--- config.mk ---
export PLATFORM = sky130hd
export DESIGN_NAME = w_grf_writer
export DESIGN_NICKNAME = d
export VERILOG_FILES = /design/src/rtl/w_grf_writer.sv
export SDC_FILE = /design/constraint.sdc
export NUM_CORES = 1
export LEC_CHECK = 0
export CAP_MARGIN = 10
export CELL_PAD_IN_SITES_DETAIL_PLACEMENT = 0
export CELL_PAD_IN_SITES_GLOBAL_PLACEMENT = 1
export CORE_ASPECT_RATIO = 1.25
export CORE_MARGIN = 2
export CORE_UTILIZATION = 45
export DETAILED_ROUTE_END_ITERATION = 10
export GPL_TIMING_DRIVEN = 0
export PLACE_DENSITY = 0.84
export SYNTH_ARGS = -nofsm -noshare
export SYNTH_HDL_FRONTEND = slang
export SYNTH_SLANG_ARGS = --single-unit
--- constraint.sdc ---
create_clock -name clk -period 3.9 [get_ports clk]
set_input_delay 0.78 -clock clk [delete_from_list [all_inputs] [get_ports clk]]
set_output_delay 0.78 -clock clk [all_outputs]
set_load 0.02 [all_outputs]
--- src/rtl/w_grf_writer.sv ---
// GRF write-port front end: merges W-stage writes with queued MDU results and tracks pending
// MDU destinations in a busy scoreboard. Define GRF_WR_TRACE_EN to print each committed write.
module w_grf_writer #(
    parameter int unsigned DEPTH = 4
) (
    input  logic        clk,
    input  logic        reset,
    input  logic        pipe_we,
    input  logic [4:0]  pipe_a3,
    input  logic [31:0] pipe_wd,
    input  logic [31:0] pipe_pc,
    input  logic        iss_valid,
    input  logic [4:0]  iss_a3,
    output logic        iss_ready,
    input  logic        mdu_valid,
    input  logic [4:0]  mdu_a3,
    input  logic [31:0] mdu_wd,
    input  logic [31:0] mdu_pc,
    output logic        mdu_ready,
    output logic        grf_we,
    output logic [4:0]  grf_a3,
    output logic [31:0] grf_wd,
    output logic [31:0] grf_pc,
    output logic [31:0] busy
);

    localparam int unsigned AW = (DEPTH > 1) ? $clog2(DEPTH) : 1;
    localparam int unsigned CW = AW + 1;
    localparam logic [CW-1:0] FULL_COUNT = CW'(DEPTH);

    // FIFO storage; pointers and count alone define occupancy, so the array needs no reset
    logic [4:0]  fifo_a3_q [DEPTH];
    logic [31:0] fifo_wd_q [DEPTH];
    logic [31:0] fifo_pc_q [DEPTH];

    logic [AW-1:0] wr_ptr_q, wr_ptr_d;
    logic [AW-1:0] rd_ptr_q, rd_ptr_d;
    logic [CW-1:0] count_q, count_d;

    logic        grf_we_q, grf_we_d;
    logic [4:0]  grf_a3_q, grf_a3_d;
    logic [31:0] grf_wd_q, grf_wd_d;
    logic [31:0] grf_pc_q, grf_pc_d;
    logic [31:0] busy_q, busy_d;

    logic        full;
    logic        empty;
    logic        push;
    logic        pop;
    logic        pipe_commit;
    logic        head_commit;
    logic        iss_fire;
    logic [4:0]  head_a3;
    logic [31:0] head_wd;
    logic [31:0] head_pc;
    logic [31:0] set_mask;
    logic [31:0] clr_mask;

    assign full      = (count_q == FULL_COUNT);
    assign empty     = (count_q == '0);
    assign mdu_ready = !full;
    assign iss_ready = !(busy_q[iss_a3] && (iss_a3 != 5'd0));

    assign head_a3 = fifo_a3_q[rd_ptr_q];
    assign head_wd = fifo_wd_q[rd_ptr_q];
    assign head_pc = fifo_pc_q[rd_ptr_q];

    assign grf_we = grf_we_q;
    assign grf_a3 = grf_a3_q;
    assign grf_wd = grf_wd_q;
    assign grf_pc = grf_pc_q;
    assign busy   = busy_q;

    // Commit select: a real pipe write always wins; otherwise the FIFO head drains
    always_comb begin
        pipe_commit = pipe_we && (pipe_a3 != 5'd0);
        pop         = !pipe_commit && !empty;
        push        = mdu_valid && !full;
        head_commit = pop && (head_a3 != 5'd0);
        iss_fire    = iss_valid && iss_ready && (iss_a3 != 5'd0);

        grf_we_d = pipe_commit || head_commit;
        grf_a3_d = grf_a3_q;
        grf_wd_d = grf_wd_q;
        grf_pc_d = grf_pc_q;
        if (pipe_commit) begin
            grf_a3_d = pipe_a3;
            grf_wd_d = pipe_wd;
            grf_pc_d = pipe_pc;
        end else if (head_commit) begin
            grf_a3_d = head_a3;
            grf_wd_d = head_wd;
            grf_pc_d = head_pc;
        end

        wr_ptr_d = push ? wr_ptr_q + AW'(1) : wr_ptr_q;
        rd_ptr_d = pop  ? rd_ptr_q + AW'(1) : rd_ptr_q;
        case ({push, pop})
            2'b10:   count_d = count_q + CW'(1);
            2'b01:   count_d = count_q - CW'(1);
            default: count_d = count_q;
        endcase

        // A new issue to r in the same cycle r's old result commits must stay busy
        set_mask = '0;
        clr_mask = '0;
        if (iss_fire) begin
            set_mask[iss_a3] = 1'b1;
        end
        if (head_commit) begin
            clr_mask[head_a3] = 1'b1;
        end
        busy_d    = (busy_q & ~clr_mask) | set_mask;
        busy_d[0] = 1'b0;
    end

    always_ff @(posedge clk or posedge reset) begin
        if (reset) begin
            wr_ptr_q <= '0;
            rd_ptr_q <= '0;
            count_q  <= '0;
            grf_we_q <= 1'b0;
            grf_a3_q <= '0;
            grf_wd_q <= '0;
            grf_pc_q <= '0;
            busy_q   <= '0;
        end else begin
            wr_ptr_q <= wr_ptr_d;
            rd_ptr_q <= rd_ptr_d;
            count_q  <= count_d;
            grf_we_q <= grf_we_d;
            grf_a3_q <= grf_a3_d;
            grf_wd_q <= grf_wd_d;
            grf_pc_q <= grf_pc_d;
            busy_q   <= busy_d;
        end
    end

    always_ff @(posedge clk) begin
        if (push) begin
            fifo_a3_q[wr_ptr_q] <= mdu_a3;
            fifo_wd_q[wr_ptr_q] <= mdu_wd;
            fifo_pc_q[wr_ptr_q] <= mdu_pc;
        end
    end

`ifdef GRF_WR_TRACE_EN
    always_ff @(posedge clk) begin
        if (!reset && grf_we_d) begin
            $display("%d@%h: $%d <= %h", $time, grf_pc_d, grf_a3_d, grf_wd_d);
        end
    end
`else
`endif

endmodule

==> results.md <==
- Slowest-stage cell, CP: clkdlybuf4s50_1
- Initial antenna violation count: 6
- Critical path data required time: approximately 3100 ps
- Final net count: ~1.4k
- Worst Skew: about 19 ps
- Area grow syn2layout: 28.5%
- Routed WL per cell: between 20 and 25 um
- Pre-CTS WS: -634 ps
- Worst Path Buf+Inv: 3
- Most frequent cell after synthesis: edfxtp_1
- DR iter-0 viols: 697
- Max Cap Violations: 0
- DRC viols: 0
- I/O pin cnt: between 200 and 300
- Via density: around 5.5
- Flops & latches, synth: 384
- Final worst-path cycle share: between 90% and 100%
- Routed WL: 39900 um
- R2R depth: 10
- Largest net degree at the start of global routing: 67
- Crit path cell chain: clkdlybuf4s50_1, clkbuf_1, mux4_2, nand2_1, a21boi_0, nor4b_1, dlygate4sd2_1
- Commonest cells in the netlist: edfxtp_1 (276), dfrtp_1 (108), nor2_1 (76)
- Slew @ Worst Pin: ~1100 ps
- Count of different cell masters after synthesis: 58
- First-pass GRT wire length: roughly 60000 um
- Die height: 217 um
- Total power: between 15000 and 20000 uW
- RSZ-0062 raised after global routing: no
- Die width: around 170 um
- Slew HR: between 20% and 30%
- FF-to-FF Start: count_q[2]$_DFFE_PP0P_
- Core area: roughly 35000 sq um
- Clock period minus worst slack: between 3000 and 4000 ps
- Port Buffer Count: 248
- VDD IR max: a little over 0.0004 V
- Hold Startpoint: count_q[0]$_DFFE_PP0P_
- Mapped Avg Cell Area: about 17 sq um
- Status: finished, final reports clean
- CP Launch Point: iss_a3[1]
- Antenna Nets Post-Route: 0
- Crit Path Category: input port to primary output
- Register area share after synthesis: 67.6%
- Grt total ovfl: 0
- TritonRoute pass-1 iters: 5
- Worst-path maximum fanout: 10
- Cells after Synth: ~980
- Synth Warn #: 0
- Worst path max stage delay: about 590 ps
- Total GRT Usage: between 20% and 30%
- Synth top area share: 51.0%
- Leakage: about 0.0076 uW
- Largest area contributor in the netlist: edfxtp_1
- Reg-to-reg slack, setup: about 790 ps
- Syn_nets: 1129
- Max Transition Viols Final: 0
- F_max: approximately 0.26 GHz
- Vias: between 9k and 10k
- Setup violators final: 0
- TritonCTS Buffers: 39
- Critical Path Source Type: input port
- Final hold vios: 0
- Synthesized cell area: 16300 sq um
- Root Driver: clkbuf_16
- Hold Path Sink: count_q[0]$_DFFE_PP0P_
- Crit path max-delay family: buffers and inverters
- RD Place Congestion: 0.885
- Pwr/cell area: 738 nW/um^2
- Ys async rst share: between 20% and 30%
- Post-synth top flop: edfxtp_1
- Synth area leaders: edfxtp_1 (51%), dfrtp_1 (17%), mux4_2 (10%)
- EDFF count, synth: 276
- WP data arrival: slightly above 3000 ps
- Skew-Pair Late Insertion Delay: between 500 and 600 ps
- Hold Path Class: register to register
- Die area: ~38000 sq um
- Vias in the first global route: 10.4k
- Share of layout cells above drive strength 1: 14.9%
- DP HPWL: 27200 um
- Setup crit end kind: primary output
- Setup WS post-layout: between 50 and 60 ps
- Clock tree sinks: 384
- Clock Path Buffers: 3
- Reg clk slew, reported paths: about 60 ps
- CTS tree: yes
- H-tree depth: 2
- # rows: 77
- Reg2reg end: count_q[2]$_DFFE_PP0P_
- Worst hold path cell count: 1
- Initial Util: between 40 and 50%
## flip-flops by register name, indices dropped and copies added (netlist names)
signal	cells
count_q	3
wr_ptr_q	2
rd_ptr_q	2
fifo_pc_q	128
grf_we	1
fifo_a3_q	20
grf_wd	32
grf_pc	32
grf_a3	5
fifo_wd_q	128
busy	31
## worst reg2reg max path: stages, from the launching register on
cell and delay, ps:
dfrtp_1 410, or3_1 120, clkbuf_1 640, nand3_1 670
inv_1 170, ha_1 200, inv_1 60, fa_1 370
xor2_1 150, nor2_1 110, xor2_1 140
## worst max-delay path by stage
| stage | to | cells past startpoint |
|---|---|---|
| after global placement | grf_pc[4]$_DFFE_PP0P_ | 2 |
| after floorplan | busy[10]$_DFF_PP0_ | 1 |
| after detailed placement | iss_ready | 7 |
| final | iss_ready | 7 |
| after global routing | iss_ready | 7 |
| after CTS | iss_ready | 6 |
## placed cells by master (no fill, tap or decap), types with 6 or more instances in the layout
master           netlist  layout
a21oi_1                7       7
a32o_1                14      14
and3b_1                6       6
buf_2                  9      10
buf_6                 14      14
bufinv_16              0       6
clkbuf_1              33      34
clkbuf_16              0      42
clkdlybuf4s50_1        0     247
clkinv_2               0       8
dfrtp_1              108     108
edfxtp_1             276     276
inv_1                 73      72
mux2i_1               72      72
mux4_2                73      73
nand2_1                6       6
nand3_1               26      26
nor2_1                76      76
nor3b_1                6       6
o21ai_0                9       9
o221a_1               60      60
o31ai_1               23      23
or3b_2                 6       6
## layer usage
layer	up-vias	global-route usage [%]	share of wire (%)
met5	-	0	0.065
met4	4	8.24	3.1
met3	78	4.07	5.8
met2	333	36.6	52
met1	4996	25.9	39
li1	4446	-	-
## area by class of cell
| cell class | instances | area (sq um) |
|---|---|---|
| diodes | 4 | 10.0 |
| clock buffers | 49 | 1110 |
| inverters | 73 | 279 |
| plain buffers | 63 | 372 |
| clock inverters | 22 | 269 |
| flip-flops and latches | 384 | 11000 |
| fillers | 2747 | 14600 |
| repair buffers | 254 | 2630 |
| well taps | 474 | 593 |
| multi-input cells | 454 | 4650 |
## repair_timing
item / CTS / global route
endpoints found under the hold margin: 0 / 0
resized for setup: 5 / 0
buffers inserted: 1 / 0
pin swaps: 1 / 0
endpoints found under the setup margin: 1 / 1
hold buffers: 0 / 0
## metrics by stage
step	instances	area [sq um]	hold slack (ps)	util, %	TNS, ps
detailed placement	1702	19500	508	55.0	-634
CTS	1774	20900	520	58.9	0
global route	1776	20900	543	58.9	0
floorplan	975	16300	477	-	0
global placement	1697	19300	504	54.5	-427000
finish	1777	20900	514	58.9	0
## cells by family (layout without fill, tap and decap cells)
logic type,count (synthesis),in the layout,synth area share (%)
flops,384,384,67.6
simple gates,157,157,5.02
mux,146,146,14.6
compound gates,138,138,7.94
buf+inv,137,461,3.97
fa+ha+maj,6,6,0.508
xor+xnor,6,6,0.323
other cells,1,5,0.0231
## where the power goes
| part | switching, uW | internal [uW] | leakage (uW) | total (uW) |
|---|---|---|---|---|
| Sequential | 567 | 5520 | 0.00376 | 6090 |
| Clock | 1530 | 2420 | 0.000680 | 3950 |
| Combinational | 2880 | 2500 | 0.00317 | 5380 |
Power figures use the tool's default switching activity.
